<file path="src/rtl/sgmii_an_rx_monitor_if.sv">
// Bundles the decoded receive character stream and the auto-negotiation status
// outputs of the SGMII receive-side AN monitor.
interface sgmii_an_rx_monitor_if;
    logic        an_enable;
    logic        rx_valid;
    logic [7:0]  rx_data;
    logic        rx_is_k;
    logic        rx_code_err;
    logic [2:0]  an_state;
    logic [15:0] partner_cfg;
    logic        partner_cfg_valid;
    logic        tx_ack_req;
    logic        link_ok;
    logic        restart_pulse;

    modport master (
        output an_enable, rx_valid, rx_data, rx_is_k, rx_code_err,
        input  an_state, partner_cfg, partner_cfg_valid, tx_ack_req, link_ok, restart_pulse
    );

    modport slave (
        input  an_enable, rx_valid, rx_data, rx_is_k, rx_code_err,
        output an_state, partner_cfg, partner_cfg_valid, tx_ack_req, link_ok, restart_pulse
    );
endinterface

</file>
<file path="src/rtl/sgmii_an_rx_monitor.sv">
// Receive side of SGMII auto-negotiation: parses /C/ and /I/ ordered sets from the
// decoded character stream, tracks ability/ack matches and walks the AN state machine.
module sgmii_an_rx_monitor #(
    parameter int unsigned MATCH_COUNT       = 3,
    parameter int unsigned IDLE_COUNT        = 3,
    parameter int unsigned LINK_TIMER_CYCLES = 200000,
    parameter int unsigned TIMER_W           = 18
) (
    input logic                   i_sgmii_clk_in,
    input logic                   i_reset_n,
    sgmii_an_rx_monitor_if.slave  bus
);
    localparam int unsigned CntW  = $clog2(MATCH_COUNT + 1);
    localparam int unsigned IdleW = $clog2(IDLE_COUNT + 1);
    localparam logic [CntW-1:0]    MatchMax = CntW'(MATCH_COUNT);
    localparam logic [IdleW-1:0]   IdleMax  = IdleW'(IDLE_COUNT);
    localparam logic [TIMER_W-1:0] TimerMax = TIMER_W'(LINK_TIMER_CYCLES - 1);

    typedef enum logic [1:0] {PHunt, PType, PCfgLo, PCfgHi} parse_e;
    typedef enum logic [2:0] {
        AnRestart     = 3'd0,
        AbilityDetect = 3'd1,
        AckDetect     = 3'd2,
        CompleteAck   = 3'd3,
        IdleDetect    = 3'd4,
        LinkOk        = 3'd5
    } an_state_e;

    parse_e           r_pstate;
    logic [7:0]       r_cfg_lo;
    logic [15:0]      r_cfg_word;
    logic             r_cfg_valid;
    logic             r_idle_valid;
    logic             r_invalid;
    logic [15:0]      r_prev_word;
    logic             r_prev_vld;
    logic             r_word_upd;
    logic [CntW-1:0]  r_ability_cnt;
    logic [CntW-1:0]  r_ack_cnt;
    logic [IdleW-1:0] r_idle_cnt;
    logic [TIMER_W-1:0] r_timer;
    an_state_e        r_state;
    an_state_e        w_state_d;
    logic             w_latch;
    logic [15:0]      r_partner_cfg;
    logic             r_partner_cfg_valid;
    logic             r_restart_pulse;

    logic w_comma, w_cfg_id, w_idle_id, w_same, w_word_zero, w_match_partner, w_expired;

    assign w_comma   = bus.rx_is_k && (bus.rx_data == 8'hBC);
    assign w_cfg_id  = !bus.rx_is_k && (bus.rx_data == 8'hB5 || bus.rx_data == 8'h42);
    assign w_idle_id = !bus.rx_is_k && (bus.rx_data == 8'hC5 || bus.rx_data == 8'h50);

    // Ordered-set parser; all outputs are one-cycle pulses registered after the last char.
    always_ff @(posedge i_sgmii_clk_in or negedge i_reset_n) begin
        if (!i_reset_n) begin
            r_pstate     <= PHunt;
            r_cfg_lo     <= '0;
            r_cfg_word   <= '0;
            r_cfg_valid  <= 1'b0;
            r_idle_valid <= 1'b0;
            r_invalid    <= 1'b0;
        end else begin
            r_cfg_valid  <= 1'b0;
            r_idle_valid <= 1'b0;
            r_invalid    <= 1'b0;
            if (bus.rx_valid) begin
                if (bus.rx_code_err) begin
                    r_pstate  <= PHunt;
                    r_invalid <= 1'b1;
                end else if (w_comma) begin
                    r_pstate <= PType;
                end else begin
                    case (r_pstate)
                        PType: begin
                            if (w_cfg_id) begin
                                r_pstate <= PCfgLo;
                            end else begin
                                r_pstate <= PHunt;
                                if (w_idle_id) r_idle_valid <= 1'b1;
                                else           r_invalid    <= 1'b1;
                            end
                        end
                        PCfgLo: begin
                            if (bus.rx_is_k) begin
                                r_pstate  <= PHunt;
                                r_invalid <= 1'b1;
                            end else begin
                                r_cfg_lo <= bus.rx_data;
                                r_pstate <= PCfgHi;
                            end
                        end
                        PCfgHi: begin
                            r_pstate <= PHunt;
                            if (bus.rx_is_k) begin
                                r_invalid <= 1'b1;
                            end else begin
                                r_cfg_word  <= {bus.rx_data, r_cfg_lo};
                                r_cfg_valid <= 1'b1;
                            end
                        end
                        default: r_pstate <= PHunt;
                    endcase
                end
            end
        end
    end

    // Ability match ignores the ack bit; ack match only counts words carrying it.
    assign w_same = {r_cfg_word[15], r_cfg_word[13:0]} == {r_prev_word[15], r_prev_word[13:0]};

    always_ff @(posedge i_sgmii_clk_in or negedge i_reset_n) begin
        if (!i_reset_n) begin
            r_prev_word   <= '0;
            r_prev_vld    <= 1'b0;
            r_word_upd    <= 1'b0;
            r_ability_cnt <= '0;
            r_ack_cnt     <= '0;
            r_idle_cnt    <= '0;
        end else begin
            r_word_upd <= r_cfg_valid;
            if (r_cfg_valid) r_prev_word <= r_cfg_word;
            if (r_state == AnRestart || r_invalid) begin
                r_prev_vld    <= 1'b0;
                r_ability_cnt <= '0;
                r_ack_cnt     <= '0;
                r_idle_cnt    <= '0;
            end else if (r_cfg_valid) begin
                r_idle_cnt <= '0;
                if (r_cfg_word == 16'h0000) begin
                    r_prev_vld    <= 1'b0;
                    r_ability_cnt <= '0;
                    r_ack_cnt     <= '0;
                end else begin
                    r_prev_vld <= 1'b1;
                    if (r_prev_vld && w_same)
                        r_ability_cnt <= (r_ability_cnt == MatchMax) ? MatchMax
                                                                     : r_ability_cnt + 1'b1;
                    else
                        r_ability_cnt <= CntW'(1);
                    if (!r_cfg_word[14])
                        r_ack_cnt <= '0;
                    else if (r_prev_vld && r_prev_word[14] && w_same)
                        r_ack_cnt <= (r_ack_cnt == MatchMax) ? MatchMax : r_ack_cnt + 1'b1;
                    else
                        r_ack_cnt <= CntW'(1);
                end
            end else if (r_idle_valid && r_idle_cnt != IdleMax) begin
                r_idle_cnt <= r_idle_cnt + 1'b1;
            end
        end
    end

    assign w_word_zero     = (r_prev_word == 16'h0000);
    assign w_match_partner = {r_prev_word[15], r_prev_word[13:0]} ==
                             {r_partner_cfg[15], r_partner_cfg[13:0]};
    assign w_expired       = (r_timer == TimerMax);

    always_comb begin
        w_state_d = r_state;
        w_latch   = 1'b0;
        unique case (r_state)
            AnRestart: w_state_d = AbilityDetect;
            AbilityDetect: begin
                if (r_word_upd && r_ability_cnt == MatchMax && !w_word_zero) begin
                    w_state_d = AckDetect;
                    w_latch   = 1'b1;
                end
            end
            AckDetect: begin
                if (r_word_upd) begin
                    if (w_word_zero || (r_prev_word[14] && !w_match_partner))
                        w_state_d = AnRestart;
                    else if (r_ack_cnt == MatchMax && w_match_partner)
                        w_state_d = CompleteAck;
                end
            end
            CompleteAck: begin
                if (r_word_upd && w_word_zero) w_state_d = AnRestart;
                else if (w_expired)            w_state_d = IdleDetect;
            end
            IdleDetect: begin
                if (r_word_upd)                                w_state_d = AnRestart;
                else if (r_idle_cnt >= IdleMax && w_expired)   w_state_d = LinkOk;
            end
            LinkOk: if (r_word_upd) w_state_d = AnRestart;
            default: w_state_d = AnRestart;
        endcase
        if (!bus.an_enable) w_state_d = AnRestart;
    end

    always_ff @(posedge i_sgmii_clk_in or negedge i_reset_n) begin
        if (!i_reset_n) begin
            r_state             <= AnRestart;
            r_timer             <= '0;
            r_partner_cfg       <= '0;
            r_partner_cfg_valid <= 1'b0;
            r_restart_pulse     <= 1'b0;
        end else begin
            r_state             <= w_state_d;
            r_partner_cfg_valid <= w_latch;
            r_restart_pulse     <= (w_state_d == AnRestart) && (r_state != AnRestart);
            if (w_latch) r_partner_cfg <= {r_prev_word[15], 1'b0, r_prev_word[13:0]};
            // Timer restarts on every state change and saturates at expiry.
            if (r_state == AnRestart || w_state_d != r_state) r_timer <= '0;
            else if (!w_expired)                              r_timer <= r_timer + 1'b1;
        end
    end

    assign bus.an_state          = r_state;
    assign bus.partner_cfg       = r_partner_cfg;
    assign bus.partner_cfg_valid = r_partner_cfg_valid;
    assign bus.tx_ack_req        = (r_state == AckDetect) || (r_state == CompleteAck);
    assign bus.link_ok           = (r_state == LinkOk);
    assign bus.restart_pulse     = r_restart_pulse;
endmodule

</file>
<file path="src/flat_wrapper.sv">
// flat-port wrapper written by rule: the top's interface ports become plain ports
module sgmii_an_rx_monitor_flat 
#(
    parameter int unsigned MATCH_COUNT       = 3,
    parameter int unsigned IDLE_COUNT        = 3,
    parameter int unsigned LINK_TIMER_CYCLES = 200000,
    parameter int unsigned TIMER_W           = 18
)
  (i_sgmii_clk_in, i_reset_n, bus_an_enable, bus_rx_valid, bus_rx_data, bus_rx_is_k, bus_rx_code_err, bus_an_state, bus_partner_cfg, bus_partner_cfg_valid, bus_tx_ack_req, bus_link_ok, bus_restart_pulse);
  sgmii_an_rx_monitor_if bus_i ();
  input logic i_sgmii_clk_in;
  input logic i_reset_n;
  input wire logic [$bits(bus_i.an_enable)-1:0] bus_an_enable;
  input wire logic [$bits(bus_i.rx_valid)-1:0] bus_rx_valid;
  input wire logic [$bits(bus_i.rx_data)-1:0] bus_rx_data;
  input wire logic [$bits(bus_i.rx_is_k)-1:0] bus_rx_is_k;
  input wire logic [$bits(bus_i.rx_code_err)-1:0] bus_rx_code_err;
  output wire logic [$bits(bus_i.an_state)-1:0] bus_an_state;
  output wire logic [$bits(bus_i.partner_cfg)-1:0] bus_partner_cfg;
  output wire logic [$bits(bus_i.partner_cfg_valid)-1:0] bus_partner_cfg_valid;
  output wire logic [$bits(bus_i.tx_ack_req)-1:0] bus_tx_ack_req;
  output wire logic [$bits(bus_i.link_ok)-1:0] bus_link_ok;
  output wire logic [$bits(bus_i.restart_pulse)-1:0] bus_restart_pulse;
  assign bus_i.an_enable = bus_an_enable;
  assign bus_i.rx_valid = bus_rx_valid;
  assign bus_i.rx_data = bus_rx_data;
  assign bus_i.rx_is_k = bus_rx_is_k;
  assign bus_i.rx_code_err = bus_rx_code_err;
  assign bus_an_state = bus_i.an_state;
  assign bus_partner_cfg = bus_i.partner_cfg;
  assign bus_partner_cfg_valid = bus_i.partner_cfg_valid;
  assign bus_tx_ack_req = bus_i.tx_ack_req;
  assign bus_link_ok = bus_i.link_ok;
  assign bus_restart_pulse = bus_i.restart_pulse;
  sgmii_an_rx_monitor #(.MATCH_COUNT(MATCH_COUNT), .IDLE_COUNT(IDLE_COUNT), .LINK_TIMER_CYCLES(LINK_TIMER_CYCLES), .TIMER_W(TIMER_W)) u_core (.i_sgmii_clk_in(i_sgmii_clk_in), .i_reset_n(i_reset_n), .bus(bus_i));
endmodule
</file>
<file path="config.mk">
export PLATFORM = sky130hd
export DESIGN_NAME = sgmii_an_rx_monitor_flat
export DESIGN_NICKNAME = d
export VERILOG_FILES = /design/src/rtl/sgmii_an_rx_monitor_if.sv /design/src/rtl/sgmii_an_rx_monitor.sv /design/src/flat_wrapper.sv
export SDC_FILE = /design/constraint.sdc
export NUM_CORES = 1
export LEC_CHECK = 0
export BUFFER_PORTS_ARGS = -buffer_cell sky130_fd_sc_hd__buf_2
export CAP_MARGIN = 20
export CORE_MARGIN = 2
export CORE_UTILIZATION = 44
export DETAILED_ROUTE_END_ITERATION = 6
export PLACE_DENSITY = 0.58
export SYNTH_ARGS = -nofsm -noshare
export SYNTH_HDL_FRONTEND = slang
export SYNTH_SLANG_ARGS = --single-unit
</file>
<file path="constraint.sdc">
create_clock -name i_sgmii_clk_in -period 3.2 [get_ports i_sgmii_clk_in]
set_input_delay 0.16 -clock i_sgmii_clk_in [delete_from_list [all_inputs] [get_ports i_sgmii_clk_in]]
set_output_delay 0.16 -clock i_sgmii_clk_in [all_outputs]
set_load 0.005 [all_outputs]
</file>
==> out/metrics.yaml <==
outcome:
  run_status: "completed"
critical_path:
  timing.critical_path.required_ns: 3.41
  critPathMaxStageDelay_ns: 0.60
  critical_path.top_delay_family: "simple AND/OR/NAND/NOR gates"
  startpoint_type: "flip-flop"
  cp_slowest_cell: "o221ai_4"
  crit_fanout: 18
  crit_buf_inv: 0
  cp_cell_sequence: "or4b_4, nor4_4, and3_4, a211oi_2, o221ai_4, a211oi_1"
  timing.critical_path.to_type: "flip-flop"
  timing.critical_path.arrival_ns: 2.78
  timing.setup.critical_path_class: "flip-flop to flip-flop"
routing:
  drt_drc_violations_left: 0
  antenna_left: 0
  drt_iter0_drc: 96
  drt-vias-per-instance: 5.50
  route.detailed.wl_per_inst_um: 16.9
  first_pass_iters: 4
  detail_route.wirelength_um: 9430
  dr_total_vias: 3068
power_and_ir_drop:
  power.density_cell_area_nw_per_um2: 399
  switching_power_mw: 0.488
  netSwitchingFraction: 0.239
  power.sequential.fraction: 0.571
  power_frac_clock: 0.387
  internal_power_consumption_mw: 1.55
  pwr-share-comb: 0.042
  power.total_mw: 2.04
  power.leakage_nw: 2.43
  vdd.ir_drop.worst_mv: 0.230
final_layout:
  final_layout_size_suffix_gt1_frac: 0.310
  layout.filler_cells: 922
  num_antenna_cells: 0
  layoutNonFillerInstCount: 558
  ff_latch_area_um2: 2280
  multi_input_combinational_cell_area_um2: 2210
  final_area_um2: 5110
  finalCoreUtilization: 0.499
  syn2layout_area_growth_pct: 11.4
  design.final.nets: 437
synth:
  yosysTopAreaCellShare: 0.497
  seq_area_frac_synth: 0.497
  yosysTopAreaCell: "dfrtp_1"
  post-synth-top-count-cell: "dfrtp_1"
  syn-num-nets: 398
  synth-async-reset-ratio: 1.00
  cell_area_synth_um2: 4580
  synth_cell_type_count: 61
  syn_area_per_cell_um2: 12.1
  dominantRegCellSynth: "dfrtp_1"
  synth-warning-count: 0
  synth.ff_latch_count: 91
  netlist_top_cells_area: "dfrtp_1 50%, mux2_2 14%, xor2_1 4.4%"
  synth.top_cells.by_count: "91 x dfrtp_1, 55 x mux2_2, 23 x xor2_1"
  number_of_instances_in_the_synthesized_netlist: 378
  synth-edff-count: 0
clocking:
  cts_tree: "done"
  htree_levels: 3
  clock_insertion_delay_worst_skew_ns: 0.35
  cell_chosen_for_the_clock_root: "clkbuf_8"
  clkSlewWorstSetupHoldPaths_ns: 0.10
  maximum_number_of_buffers_from_clock_root_to_sink: 2
  number_of_clock_sinks_seen_by_cts: 91
  post_cts.resized_instances: 0
  cts_made_buffers: 9
  cts_post_setup_buffers_inserted: 0
floorplanning:
  ios: 37
  die_x_um: 106
  die_area_um2: 11300
  coreArea_um2: 10200
  rows: 37
  die_height_um: 106
  initial_utilization: 0.448
sta:
  post-route-worst-setup-slack_ns: 0.623
  grt_setup_unrepaired: "false"
  timing_worst_slew_pin_value_ns: 0.842
  fmaxAchievable_mhz: 388
  layout_min_cycle_time_ns: 2.58
  timing.hold.ws_ns: 0.0448
  setup-violations-final: 0
  accumulated_negative_setup_slack_ns: 0
  maxSlewViolCount: 0
  layout_worst_path_cycle_share: 0.805
  hold_violations: 0
  max-slew-margin-rel: 0.438
  final_skew_ns: 0.0102
placed_design:
  placement_stage_worst_setup_slack_ns: 0.632
  hpwl_um: 6800
  place.gp.congestion: 0.775
  detailed_place.area_um2: 4900
  io_buffers: 35
  numPlacedInstances: 541
global_routing:
  antenna_found_initial: 0
  leftover_overflow_at_the_end_of_global_routing: 0
  first_global_vias: 3157
  grt_first_pass_wirelength_um: 16300
  grt_usage: 0.183
  grt_max_degree: 64
flow_run:
  drv_cap: 0
worst_hold_path:
  worst_hold_path_type: "input port to flip-flop"
## worst paths after layout
check	startpoint	endpoint	slack (ns)	cells past startpoint
worst max-delay path	u_core.r_timer[12]	u_core.r_timer[5]	0.62	6
worst max register to register	u_core.r_timer[12]	u_core.r_timer[5]	0.62	6
worst min register to register	u_core.r_cfg_lo[2]	u_core.r_cfg_lo[2]	0.51	1
min in group asynchronous	i_reset_n	u_core.r_cfg_word[8]	0.41	2
worst min-delay path	bus_rx_valid	u_core.r_pstate[1]	0.04	2
max in group asynchronous	i_reset_n	u_core.bus.an_state[1]	2.06	3
## worst register-to-register path, delay by kind of cell, from the launching register on
kind	cells	cell delay, ns
AOI/OAI and AO/OA	3	0.78
DFF	1	0.43
and+or+nand+nor	3	1.22
## registers in the layout (all words and copies together) (netlist names)
| signal | count |
|---|---|
| u_core.r_timer | 18 |
| u_core.r_cfg_word | 16 |
| u_core.r_prev_word | 16 |
| u_core.bus.partner_cfg | 15 |
| u_core.r_cfg_lo | 8 |
| u_core.bus.an_state | 3 |
| u_core.r_ability_cnt | 2 |
| u_core.r_ack_cnt | 2 |
| u_core.r_idle_cnt | 2 |
| u_core.r_pstate | 2 |
| u_core.bus.partner_cfg_valid | 1 |
| u_core.bus.restart_pulse | 1 |
| u_core.r_cfg_valid | 1 |
| u_core.r_idle_valid | 1 |
| u_core.r_invalid | 1 |
| u_core.r_prev_vld | 1 |
| u_core.r_word_upd | 1 |
## cell type report
class,count,share of cell area
Sequential cell,91,0.446
Multi-Input combinational cell,267,0.433
Timing Repair Buffer,40,0.0426
Tap cell,136,0.0333
Clock buffer,10,0.0250
Clock inverter,6,0.0140
Inverter,8,0.00588
## per-layer routing
layer,share of wire,track usage
met5,0,0
met4,0.0074,0.0479
met3,0.036,0.0435
met2,0.47,0.292
met1,0.48,0.253
## power by group through the flow
stage / registers [mW] / logic [mW] / clock network, mW
after floorplan: 1.18 / 0.0442 / 0
after global placement: 1.19 / 0.0857 / 0
after detailed placement: 1.19 / 0.0873 / 0
after CTS: 1.16 / 0.0882 / 0.813
after global routing: 1.17 / 0.0978 / 0.866
final: 1.16 / 0.0856 / 0.790
## layout by cell type (no fill, tap or decap), types with 9 or more instances in the layout
cell / n
nor2_1: 11
nand4_1: 11
dfrtp_1: 91
clkbuf_8: 9
nor4_1: 16
xor2_1: 23
nand2_1: 14
nand3_1: 10
nor3_2: 10
mux2_2: 55
nor3_1: 10
xnor2_1: 21
buf_2: 34
## cells by family after synthesis
| family | share of synthesized area |
|---|---|
| xor+xnor | 0.0841 |
| simple gates | 0.181 |
| flops | 0.497 |
| mux | 0.142 |
| other cells | 0.000818 |
| fa+ha+maj | 0.0164 |
| buf+inv | 0.0218 |
| compound gates | 0.0579 |
## what timing repair did
| action | CTS | global route |
|---|---|---|
| hold endpoints to repair | 61 | 0 |
| endpoints found under the setup margin | 0 | 0 |
| hold buffers | 1 | 0 |
Power figures use the tool's default switching activity.
